--- src/rtl/lsu_pkg.sv ---
// Shared types and constants for the LSU memory master.
package lsu_pkg;

  localparam int unsigned XLEN      = 64;
  localparam int unsigned BEAT_BYTES = 8;

  localparam logic [XLEN-1:0] IDLE_ADDR_DEFAULT = 64'h8000_0000;

  typedef enum logic [1:0] {
    SZ_B = 2'd0,
    SZ_H = 2'd1,
    SZ_W = 2'd2,
    SZ_D = 2'd3
  } size_e;

  typedef enum logic [1:0] {
    ST_IDLE  = 2'd0,
    ST_BEAT0 = 2'd1,
    ST_BEAT1 = 2'd2,
    ST_RESP  = 2'd3
  } state_e;

  typedef struct packed {
    logic [XLEN-1:0] addr;
    logic            wen;
    size_e           size;
    logic            is_unsigned;
    logic [XLEN-1:0] wdata;
  } req_t;

endpackage

--- src/rtl/lsu_align.sv ---
// Lane mask / store data alignment, split detect and load extract/extend.
module lsu_align
  import lsu_pkg::*;
(
  input  logic [2:0]           off_i,
  input  size_e                size_i,
  input  logic                 unsigned_i,
  input  logic [XLEN-1:0]      wdata_i,
  input  logic [XLEN-1:0]      r0_i,
  input  logic [XLEN-1:0]      r1_i,
  output logic [2*BEAT_BYTES-1:0] mask16_o,
  output logic [2*XLEN-1:0]    data128_o,
  output logic                 split_o,
  output logic [XLEN-1:0]      load_o
);

  logic [3:0]      nbytes;
  logic [7:0]      lane_mask;
  logic [5:0]      shamt;
  logic [XLEN-1:0] rsh;
  logic            sx;

  always_comb begin
    case (size_i)
      SZ_B:    begin nbytes = 4'd1; lane_mask = 8'h01; end
      SZ_H:    begin nbytes = 4'd2; lane_mask = 8'h03; end
      SZ_W:    begin nbytes = 4'd4; lane_mask = 8'h0F; end
      default: begin nbytes = 4'd8; lane_mask = 8'hFF; end
    endcase

    shamt     = {off_i, 3'b000};
    split_o   = ({1'b0, off_i} + nbytes) > 4'd8;
    mask16_o  = 16'(lane_mask) << off_i;
    data128_o = 128'(wdata_i) << shamt;

    // r1 holds the upper beat; caller zeroes it for non-split accesses
    rsh = 64'({r1_i, r0_i} >> shamt);
    sx  = ~unsigned_i;

    case (size_i)
      SZ_B:    load_o = {{56{sx & rsh[7]}},  rsh[7:0]};
      SZ_H:    load_o = {{48{sx & rsh[15]}}, rsh[15:0]};
      SZ_W:    load_o = {{32{sx & rsh[31]}}, rsh[31:0]};
      default: load_o = rsh;
    endcase
  end

endmodule

--- src/rtl/lsu_mem_master.sv ---
// LSU memory sequencer: one request at a time, one or two aligned 64-bit beats.
module lsu_mem_master
  import lsu_pkg::*;
#(
  parameter logic [63:0] IDLE_ADDR = IDLE_ADDR_DEFAULT
) (
  input  logic        clock,
  input  logic        reset,
  input  logic        req_valid,
  output logic        req_ready,
  input  logic [63:0] req_addr,
  input  logic        req_wen,
  input  logic [1:0]  req_size,
  input  logic        req_unsigned,
  input  logic [63:0] req_wdata,
  output logic        resp_valid,
  input  logic        resp_ready,
  output logic [63:0] resp_rdata,
  output logic [63:0] mem_raddr,
  input  logic [63:0] mem_rdata,
  output logic [63:0] mem_waddr,
  output logic [63:0] mem_wdata,
  output logic [7:0]  mem_wmask
);

  state_e          state_q, state_d;
  req_t            req_q, req_d;
  logic [XLEN-1:0] r0_q, r0_d;

  logic            req_ready_q, req_ready_d;
  logic            resp_valid_q, resp_valid_d;
  logic [XLEN-1:0] resp_rdata_q, resp_rdata_d;
  logic [XLEN-1:0] mem_raddr_q, mem_raddr_d;
  logic [XLEN-1:0] mem_waddr_q, mem_waddr_d;
  logic [XLEN-1:0] mem_wdata_q, mem_wdata_d;
  logic [7:0]      mem_wmask_q, mem_wmask_d;

  logic            hs;
  logic [XLEN-1:0] base;
  logic [XLEN-1:0] r0_sel, r1_sel;
  logic [15:0]     m16;
  logic [127:0]    d128;
  logic            split;
  logic [XLEN-1:0] load_res;

  assign hs = req_valid && req_ready_q;

  // Request fields as seen by the next cycle, so BEAT0 outputs can be registered at the handshake edge
  always_comb begin
    req_d = req_q;
    if (hs) begin
      req_d.addr        = req_addr;
      req_d.wen         = req_wen;
      req_d.size        = size_e'(req_size);
      req_d.is_unsigned = req_unsigned;
      req_d.wdata       = req_wdata;
    end
  end

  assign base   = {req_d.addr[63:3], 3'b000};
  assign r0_sel = (state_q == ST_BEAT0) ? mem_rdata : r0_q;
  assign r1_sel = (state_q == ST_BEAT1) ? mem_rdata : 64'h0;

  lsu_align u_align (
    .off_i      (req_d.addr[2:0]),
    .size_i     (req_d.size),
    .unsigned_i (req_d.is_unsigned),
    .wdata_i    (req_d.wdata),
    .r0_i       (r0_sel),
    .r1_i       (r1_sel),
    .mask16_o   (m16),
    .data128_o  (d128),
    .split_o    (split),
    .load_o     (load_res)
  );

  always_comb begin
    state_d      = state_q;
    r0_d         = r0_q;
    req_ready_d  = 1'b0;
    resp_valid_d = 1'b0;
    resp_rdata_d = resp_rdata_q;
    mem_raddr_d  = IDLE_ADDR;
    mem_waddr_d  = '0;
    mem_wdata_d  = '0;
    mem_wmask_d  = '0;

    case (state_q)
      ST_IDLE: begin
        if (hs) begin
          state_d     = ST_BEAT0;
          mem_raddr_d = base;
          if (req_d.wen) begin
            mem_waddr_d = base;
            mem_wmask_d = m16[7:0];
            mem_wdata_d = d128[63:0];
          end
        end else begin
          req_ready_d = 1'b1;
        end
      end
      ST_BEAT0: begin
        r0_d = mem_rdata;
        if (split) begin
          state_d     = ST_BEAT1;
          mem_raddr_d = base + 64'd8;
          if (req_d.wen) begin
            mem_waddr_d = base + 64'd8;
            mem_wmask_d = m16[15:8];
            mem_wdata_d = d128[127:64];
          end
        end else begin
          state_d      = ST_RESP;
          resp_valid_d = 1'b1;
          resp_rdata_d = req_d.wen ? 64'h0 : load_res;
        end
      end
      ST_BEAT1: begin
        state_d      = ST_RESP;
        resp_valid_d = 1'b1;
        resp_rdata_d = req_d.wen ? 64'h0 : load_res;
      end
      default: begin
        if (resp_ready) begin
          state_d     = ST_IDLE;
          req_ready_d = 1'b1;
        end else begin
          resp_valid_d = 1'b1;
        end
      end
    endcase
  end

  always_ff @(posedge clock) begin
    if (reset) begin
      state_q      <= ST_IDLE;
      req_q        <= '0;
      r0_q         <= '0;
      req_ready_q  <= 1'b1;
      resp_valid_q <= 1'b0;
      resp_rdata_q <= '0;
      mem_raddr_q  <= IDLE_ADDR;
      mem_waddr_q  <= '0;
      mem_wdata_q  <= '0;
      mem_wmask_q  <= '0;
    end else begin
      state_q      <= state_d;
      req_q        <= req_d;
      r0_q         <= r0_d;
      req_ready_q  <= req_ready_d;
      resp_valid_q <= resp_valid_d;
      resp_rdata_q <= resp_rdata_d;
      mem_raddr_q  <= mem_raddr_d;
      mem_waddr_q  <= mem_waddr_d;
      mem_wdata_q  <= mem_wdata_d;
      mem_wmask_q  <= mem_wmask_d;
    end
  end

  assign req_ready  = req_ready_q;
  assign resp_valid = resp_valid_q;
  assign resp_rdata = resp_rdata_q;
  assign mem_raddr  = mem_raddr_q;
  assign mem_waddr  = mem_waddr_q;
  assign mem_wdata  = mem_wdata_q;
  assign mem_wmask  = mem_wmask_q;

endmodule

--- config.mk ---
export PLATFORM = sky130hd
export DESIGN_NAME = lsu_mem_master
export DESIGN_NICKNAME = d
export VERILOG_FILES = /design/src/rtl/lsu_pkg.sv /design/src/rtl/lsu_align.sv /design/src/rtl/lsu_mem_master.sv
export SDC_FILE = /design/constraint.sdc
export NUM_CORES = 1
export LEC_CHECK = 0
export ABC_AREA = 1
export ABC_CLOCK_PERIOD_IN_PS = 5600
export CORE_MARGIN = 2
export CORE_UTILIZATION = 35
export CTS_CLUSTER_DIAMETER = 30
export DETAILED_ROUTE_END_ITERATION = 8
export HOLD_SLACK_MARGIN = 0.02
export MAX_ROUTING_LAYER = met4
export PLACE_DENSITY = 0.62
export SLEW_MARGIN = 5
export SYNTH_ARGS = -nofsm -noshare
export SYNTH_HDL_FRONTEND = slang
export SYNTH_SLANG_ARGS = --single-unit
--- constraint.sdc ---
create_clock -name clock -period 5.6 [get_ports clock]
set_input_delay 1.4 -clock clock [delete_from_list [all_inputs] [get_ports clock]]
set_output_delay 1.4 -clock clock [all_outputs]
set_load 0.005 [all_outputs]
[After elaboration in Yosys (flattened, before gate mapping)]
Index checks and enable logic that the tools add are counted.
Widths: inputs -> output; s select.
Operators by class
  equal/unequal tests: 6
  add/sub/neg operators: 2
  shift-type cells: 3
  bitwise gates (word level): 4
  multiplexer cells: 37
  reductions and logical operators: 8
  magnitude comparators: 1
Operators by type and width (number)
  $mux 64: 14
  $pmux 64 s2: 4
  $pmux 64 s3: 1
  $mux 132: 1
  $shl 64x6->128: 1
  $shr 128x6->64: 1
  $add 64x4->64 const B: 1
  $mux 8: 4
  $pmux 8 s3: 1
  $pmux 8 s2: 1
  $shl 8x3->16: 1
  $pmux 4 s3: 1
  $pmux 2 s3: 1
  $mux 1: 5
  $add 3x4->4: 1
  $eq 2x1->1 const B: 2
  $eq 2x2->1 const B: 2
  $gt 4x4->1 const B: 1
  $logic_not 2->1: 2
  $mux 2: 2
  $ne 2x2->1 const B: 2
  $reduce_and 2->1: 2
  $reduce_bool 4->1: 1
  $and 1x1->1: 3
  6 further kinds: 6
Storage, ports and cells
  register bits after elaboration: 464
  bits of input ports: 200
  output and inout bits: 266
  word-level logic and storage cells: 75

[Depth between registers and ports, before layout]
Gate-level depths: netlist of run 1.
  word-level depth: 8
  depth in mapped cells: 19
  depth with buffers taken out: 17

[Hierarchy]
Synthesis of run 1 repeated with hierarchy kept, for this count alone.
Unflattened totals
  cells, all modules: 4215
  area, all modules: 26042.5 um2
By module, submodules not included
  lsu_mem_master: sequential area each 9168.8 um2, times used 1, area each 19746.4 um2, cells each 2860
  lsu_align: sequential area each 0.0 um2, times used 1, area each 6296.0 um2, cells each 1355

[Worst setup path after synthesis of run 1]
No wires, ideal clock.
  path kind: input to register
  start point: input port req_valid
  end point: register mem_wdata_q[30] (netlist: mem_wdata[30])
  buffers on the path: 6
  stages on the path: 17
  data arrival time: 3.963 ns
  data required time: 5.472 ns
  slack: 1.510 ns
  cells stage by stage: nand2_2 nand2_1 nand2_1 buf_4 buf_2 buf_2 buf_1 ha_1 fa_1 nor2_1 nand3_1 nand3_4 buf_6 buf_2 nor3_1 a21oi_1 nor2_1
RTL lines
  start: declaration: RTL line lsu_mem_master.sv:9  | input logic req_valid,
  end signal: assignment: RTL line lsu_mem_master.sv:155  | mem_wdata_q <= mem_wdata_d;
  end: declaration: RTL line lsu_mem_master.sv:35  | logic [XLEN-1:0] mem_wdata_q, mem_wdata_d;

[Worst setup path after layout of run 1]
  start point: register state_q[1]
  end point: register resp_rdata_q[18] (netlist: resp_rdata[18])
On the way
  word-level cells in the longest chain between the ends: 8
  elaborated cells between the ends (all ways): 14
Ends and longest elaborated chain
  start: declaration: RTL line lsu_mem_master.sv:26  | state_e state_q, state_d;
  start signal: assignment: RTL line lsu_mem_master.sv:147  | state_q <= state_d;
  $eq 2x1->1 / $eq 2x2->1 (equally long branches): RTL line lsu_mem_master.sv:61, lsu_mem_master.sv:88, lsu_mem_master.sv:62
  $mux 64, on equally long branches
  $shr 128x6->64: RTL line lsu_align.sv:37  | rsh = 64'({r1_i, r0_i} >> shamt);
  $and 1x1->1, on equally long branches: RTL line lsu_align.sv:42, lsu_align.sv:41
  $pmux 64 s3: RTL line lsu_align.sv:40  | case (size_i)
  $mux 64: RTL line lsu_mem_master.sv:115, lsu_mem_master.sv:121
  $mux 64: RTL line lsu_mem_master.sv:104  | if (split) begin
  $pmux 64 s2: RTL line lsu_mem_master.sv:88  | case (state_q)
  end signal: assignment: RTL line lsu_mem_master.sv:152  | resp_rdata_q <= resp_rdata_d;
  end: declaration: RTL line lsu_mem_master.sv:32  | logic [XLEN-1:0] resp_rdata_q, resp_rdata_d;
Several ways; a longest one is shown, not always the timed one. The select of a mux whose other input is x is not followed.
A chain may end at the register's enable or synchronous reset.

==> results.md, run 1 <==
- Status: finished clean
- Reg2Reg Setup Slack: between 1 and 1.5 ns
- Filler instances: just over 7,000
- Number of global-route vias before repair: ~25,000
- Req. time, crit path: around 6 ns
- Worst-Margin Slew: about 1.0 ns
- Area growth syn-to-layout: 38.22%
- Setup repair bufs after CTS: 0
- # IOs: 466
- Routed vias: 27,220
- Remaining antenna violation count: 0
- Largest area contributor in the netlist: dfxtp_1
- Final setup margin: 1.326 ns
- Met3 WL: between 8000 and 9000 um
- H-tree depth: 3
- Main area contributors after synthesis: dfxtp_1 (37%), nand2_1 (18%), nor2_1 (6.6%)
- Initial DRC count: 2,935
- Final wirelength: around 110,000 um
- Commonest cells after routing, fill and taps aside: nand2_1 (1,141), dfxtp_1 (458), clkdlybuf4s50_1 (457), nor2_1 (428), o21ai_0 (315)
- Num CTS Buffers: between 100 and 150
- Layout cell share with drive strength beyond 1: 0.09583
- Final instance area: roughly 34,000 sq um
- Die Span X: 268.4 um
- Power Density: between 500 and 600 nW/um^2
- Critical path class: flop to flop
- Setup WS pre-CTS: approximately 0.72 ns
- Post-DR wirelength/cell: 20.41 um
- Row count: 96
- Finished Layout Cells: around 5,300
- Max IR drop VDD: 0.2872 mV
- Sequential area share after synthesis: 0.3746
- Fin Setup TNS: 0 ns
- Vias/cell: 5.180
- Synth Flop Type: dfxtp_1
- Wire length on met2: between 40,000 and 50,000 um
- Worst reg2reg path startpoint: state_q[1]$_SDFFE_PP0P_
- Top Metal Used: met4
- Reg2reg end: resp_rdata[18]$_SDFFE_PP0P_
- #FFs+latches synth: between 400 and 500
- # port buffers: 459
- Worst-Skew Late Latency: roughly 0.67 ns
- Leakage power: about 14 nW
- Placed insts: 5,036
- Minimum clock period: between 4 and 5 ns
- CTS Hold Buffers Added: 0
- Core region area: 68,950 sq um
- Starting Density: 0.3550
- Hold Vio Cnt, Final: 0
- Drt first pass iters: 6
- DP HPWL: slightly below 80,000 um
- Worst endpoint data arrival time: 4.76 ns
- Worst setup EP type: flop
- CTS tree: yes
- Final GP Congestion: roughly 0.97
- # resized after CTS: 0
- Clk sinks: about 460
- HP Start: resp_rdata[29]$_SDFFE_PP0P_
- Hold crit path type: flop to flop
- Syn Area/Cell: about 6.4 sq um
- FFs w/ async S/R, synth: 0
- Finish-stage setup viols: 0
- Hold Slack: 0.4631 ns
- Netlist cell types: a little under 50
- Post-Synthesis Cells: ~3,800
- RSZ-0062 raised after global routing: false
- CTS root buffer: clkbuf_16
- Clk buf depth: 3
- Max FO, Critical Path: 29
- DRC: 0
- Placed cell area: between 20,000 and 30,000 sq um
- Gr usage total: 0.2974
- Clock skew: ~0.034 ns
- Final Max Slew Viols: 0
- Worst reg2reg path depth: 11
- Worst slew margin: 0.3075
- Most common cell after layout, fill and taps aside: nand2_1
- Largest net degree at the start of global routing: roughly 210
- Crit share post-route: 0.7632
- Height of the die: approximately 270 um
- GR Overflow Total: 0
- Syn. warnings: 0
- Initial antenna violation count: 4
- Worst hold stages: 2
- Die area: roughly 70,000 sq um
- Hold EP: resp_rdata[29]$_SDFFE_PP0P_
- Fmax: around 230 MHz
- Setup crit start kind: flop
- Top cell type's share of synthesized area: 0.3746
- Syn Std Cell Area: between 20,000 and 25,000 sq um
- CTS clk-pin slew, worst paths: about 0.04 ns
- M1 WL: 46,650 um
- EDFF count, synth: 0
- # nets final: 4,431
- Global-route wire length before repair: between 150,000 and 200,000 um
- Max-cap viol count: 0
==> cell type report <==
| type | count | area, sq um | share of cell area |
|---|---|---|---|
| Antenna cell | 4 | 10.01 | 0.0002959 |
| Inverter | 311 | 1167 | 0.03451 |
| Clock inverter | 74 | 1091 | 0.03225 |
| Multi-Input combinational cell | 2825 | 13030 | 0.3852 |
| Clock buffer | 141 | 3137 | 0.09272 |
| Tap cell | 931 | 1165 | 0.03443 |
| Sequential cell | 458 | 9169 | 0.2710 |
| Timing Repair Buffer | 511 | 5060 | 0.1496 |
==> synth_stat cells, types with 39 or more instances <==
cell and number:
clkbuf_1 135, nand3_1 294, dfxtp_1 458, nand2_1 1146
nor2_1 429, a21oi_1 233, buf_2 64, o211ai_1 39
o22ai_1 44, o21ai_1 54, or2_2 67, o21ai_0 315
inv_1 295
==> how the worst max path moves through the flow <==
stage,end,start,depth (start not counted),slack (ns)
4_1_cts,mem_wdata[6]$_SDFF_PP0_,req_size[1],15,1.38
5_1_grt,resp_rdata[18]$_SDFFE_PP0P_,state_q[1]$_SDFFE_PP0P_,11,1.08
3_3_place_gp,mem_wmask[2]$_SDFF_PP0_,req_size[1],15,0.78
3_5_place_dp,mem_wdata[1]$_SDFF_PP0_,req_size[1],15,0.72
2_1_floorplan,mem_wdata[30]$_SDFF_PP0_,req_valid,17,1.51
6_report,resp_rdata[18]$_SDFFE_PP0P_,state_q[1]$_SDFFE_PP0P_,11,1.33
==> per-layer routing <==
layer  GRT usage  vias to the layer above
met5           -                        -
met4     0.09264                        0
met3     0.04941                      183
met2      0.4674                     1221
met1      0.3909                    12636
li1            -                    13180
==> where the power goes <==
part	leakage, nW	internal, mW	total [mW]	switching (mW)
Clock	2.06	4.99	7.17	2.18
Sequential	3.74	3.79	4.04	0.251
Combinational	7.89	1.87	5.72	3.85
Total	13.7	10.6	16.9	6.28
==> metrics by stage <==
| step | util | total power, mW |
|---|---|---|
| floorplan | - | 7.604 |
| global placement | 0.4292 | 9.699 |
| detailed placement | 0.4292 | 9.697 |
| CTS | 0.4905 | 16.91 |
| global route | 0.4907 | 17.78 |
| finish | 0.4907 | 16.92 |
==> sequential cells by signal (all words and copies together) (netlist names) <==
| register | flops |
|---|---|
| resp_rdata | 64 |
| resp_valid | 1 |
| mem_waddr | 61 |
| r0_q | 64 |
| state_q | 2 |
| mem_wmask | 8 |
| req_q | 132 |
| mem_raddr | 61 |
| mem_wdata | 64 |
| req_ready | 1 |
==> critical path: stages, from the launching register on <==
cell	delay, ns
dfxtp_1	0.33
inv_1	0.10
ha_2	0.59
clkinv_1	0.92
o21ai_0	0.55
nand2_1	0.15
nand3_1	0.12
nand3_1	0.13
nand3_2	0.27
nand2_1	0.43
o21ai_0	0.39
a21oi_1	0.11
==> cell families after synthesis <==
group	share of synthesized area
simple gates	0.3446
compound gates	0.1729
buf+inv	0.09621
flops	0.3746
xor+xnor	0.004652
fa+ha+maj	0.004396
mux	0.002454
other cells	0.0001532
No activity file was read; power rests on OpenSTA's default activity.
==> run 2, diff against run 1 <==
--- a/config.mk
+++ b/config.mk
@@ -6,14 +6,14 @@
 export NUM_CORES = 1
 export LEC_CHECK = 0
 export ABC_AREA = 1
-export ABC_CLOCK_PERIOD_IN_PS = 5600
+export ABC_CLOCK_PERIOD_IN_PS = 3600
 export CORE_MARGIN = 2
 export CORE_UTILIZATION = 35
 export CTS_CLUSTER_DIAMETER = 30
 export DETAILED_ROUTE_END_ITERATION = 8
 export HOLD_SLACK_MARGIN = 0.02
 export MAX_ROUTING_LAYER = met4
-export PLACE_DENSITY = 0.62
+export PLACE_DENSITY = 0.64
 export SLEW_MARGIN = 5
 export SYNTH_ARGS = -nofsm -noshare
 export SYNTH_HDL_FRONTEND = slang
==> constraint.sdc (replaced) <==
create_clock -name clock -period 3.6 [get_ports clock]
set_input_delay 0.9 -clock clock [delete_from_list [all_inputs] [get_ports clock]]
set_output_delay 0.9 -clock clock [all_outputs]
set_load 0.005 [all_outputs]
==> run 2 against run 1 <==
Sequential cell count did not move. Critical endpoint is now mem_raddr[47]$_SDFF_PP0_. Combinational power rose by 85%. Sequential power rose by 55%. Critical path depth rose by 6. Global-route usage rose by 1.3 points. Core utilization rose by 4.7 points. Non-clock buffer count rose by 426. Sequential share of layout area fell by 2.4 points. Die area did not move.
==> results.md, run 2 (same netlist as run 1, synthesis figures left out) <==
- Initial DRC count: 3,058
- RSZ-0062 raised after global routing: false
- Largest net degree at the start of global routing: between 100 and 150
- Core region area: around 69,000 sq um
- Row count: 96
- Finish-stage setup viols: 0
- Filler instances: between 6,000 and 7,000
- CP Cell Sequence: clkdlybuf4s50_1, buf_4, nand2_8, buf_4, buf_4, nand2_1, o21ai_2, inv_2, ha_1, nand3_2, buf_4, nor2_1, buf_4, nand3_1, a21oi_1, nand2_1, a21oi_1
- Initial antenna violation count: 4
- Commonest cells after routing, fill and taps aside: nand2_1 (1,141), clkdlybuf4s50_1 (458), dfxtp_1 (458), buf_4 (444), nor2_1 (428)
- Worst endpoint data arrival time: roughly 3.9 ns
- Most common cell after layout, fill and taps aside: nand2_1
- CTS root buffer: clkbuf_16
- Worst-Margin Slew: ~0.91 ns
- Vias/cell: about 5.1
- Post-DR wirelength/cell: roughly 20 um
- Int Power: approximately 17 mW
- Num CTS Buffers: ~110
- Fin Setup TNS: 0 ns
- Req. time, crit path: 4.13 ns
- Height of the die: 268.4 um
- # resized after CTS: 0
- CTS tree: yes
- Hold crit path type: flop to flop
- Remaining antenna violation count: 0
- Grt met2 use: 0.4875
- Placed insts: ~5,500
- CP delay by family, top: buffers and inverters
- Clock skew: between 0.03 and 0.04 ns
- Placed cell area: ~33,000 sq um
- # port buffers: between 400 and 500
- Setup crit start kind: input port
- Hold Vio Cnt, Final: 0
- Crit share post-route: 0.9301
- Final setup margin: about 0.25 ns
- Gr usage total: 0.3100
- Crit path largest cell delay: 0.45 ns
- Worst hold stages: 2
- Max FO, Critical Path: 7
- DP HPWL: approximately 84,000 um
- Status: finished clean
- Finished Layout Cells: around 5,700
- CP Depth: 17
- Die area: between 70,000 and 80,000 sq um
- # IOs: ~470
- H-tree depth: 3
- Routed vias: 28,728
- Comb power frac: 0.389
- Worst-Skew Late Latency: 0.67 ns
- Starting Density: 0.3550
- GR Overflow Total: 0
- Crit path top cell by count: buf_4
- Clock share of power: 0.381
- Worst setup EP type: flop
- Critical path class: input port to flop
- Global-route wire length before repair: about 160,000 um
- Layout cell share with drive strength beyond 1: 0.1760
- Setup repair bufs after CTS: 0
- DRC: 0
- Final GP Congestion: 1.011
- Area growth syn-to-layout: 51.57%
- Leakage power: 15.69 nW
- Clk sinks: 458
- Worst Path Buf+Inv: 7
- Max-cap viol count: 0
- Max IR drop VDD: roughly 0.44 mV
- Final instance area: 37,100 sq um
- Largest Register: req_q
- Reg power frac: 0.231
- Met3 GRT Util: 0.06192
- Slowest CP cell: clkdlybuf4s50_1
- Die Span X: between 200 and 300 um
- Drt first pass iters: 8
- Minimum clock period: 3.348 ns
- Power Density: roughly 730 nW/um^2
- Psw: between 10 and 15 mW
- Met1 Usage GRT: 0.3960
- Final wirelength: about 110,000 um
- CTS Hold Buffers Added: 0
- Setup WS pre-CTS: -0.3892 ns
- Final Max Slew Viols: 0
- Largest register FFs: 132
- Worst reg2reg path depth: 15
- Most Crowded Layer GR: met2
- Worst slew margin: 0.3887
- Clk buf depth: 3
- CTS clk-pin slew, worst paths: 0.05 ns
- Fmax: between 200 and 300 MHz
- Number of global-route vias before repair: about 27,000
- Switching share of power: 0.3721
- # nets final: roughly 4,900
## run 2: stage by stage
step / power, mW / hold slack, ns / utilization
2_1_floorplan: 11.83 / 0.4462 / -
3_3_place_gp: 16.62 / 0.4508 / 0.4807
3_5_place_dp: 16.67 / 0.4574 / 0.4807
4_1_cts: 27.07 / 0.4645 / 0.5379
5_1_grt: 28.52 / 0.4757 / 0.5380
6_report: 27.16 / 0.4641 / 0.5380
## run 2: cell type report
| type | count | area, sq um | area share |
|---|---|---|---|
| inverter | 311 | 1167 | 0.03147 |
| tap | 931 | 1165 | 0.03140 |
| clock inverter | 72 | 898.4 | 0.02422 |
| antenna | 4 | 10.01 | 0.0002698 |
| clock buffer | 136 | 3043 | 0.08203 |
| sequential | 458 | 9169 | 0.2472 |
| multi-input combinational | 2825 | 13030 | 0.3513 |
| timing repair buffer | 937 | 8613 | 0.2322 |
## run 2: path summary, 6_finish.rpt
path                               startpoint                     endpoint  slack (ns)
setup / recovery                    req_valid     mem_raddr[47]$_SDFF_PP0_        0.25
hold / removal    resp_rdata[60]$_SDFFE_PP0P_  resp_rdata[60]$_SDFFE_PP0P_        0.46
setup reg to reg         req_ready$_SDFF_PP1_     mem_raddr[47]$_SDFF_PP0_        0.50
hold reg to reg   resp_rdata[60]$_SDFFE_PP0P_  resp_rdata[60]$_SDFFE_PP0P_        0.46
## run 2: power by group through the flow
| stage | Sequential [mW] | Combinational, mW | Clock [mW] |
|---|---|---|---|
| after floorplan | 6.24 | 5.59 | 0 |
| after global placement | 6.34 | 10.3 | 0 |
| after detailed placement | 6.34 | 10.3 | 0 |
| after CTS | 6.26 | 10.4 | 10.4 |
| after global routing | 6.32 | 11.5 | 10.7 |
| final | 6.26 | 10.6 | 10.3 |
## run 2: layer usage
metal | share of wire | routed length [um]
met5 | 0 | 0
met3 | 0.084 | 9368
met1 | 0.43 | 47700
met4 | 0.036 | 4053
met2 | 0.45 | 50470
## run 2: tightest hold or removal path, delay by kind of cell, from the launching register on
kind | cells | cell delay [ns]
flops | 1 | 0.30
simple gates | 1 | 0.06
compound gates | 1 | 0.05
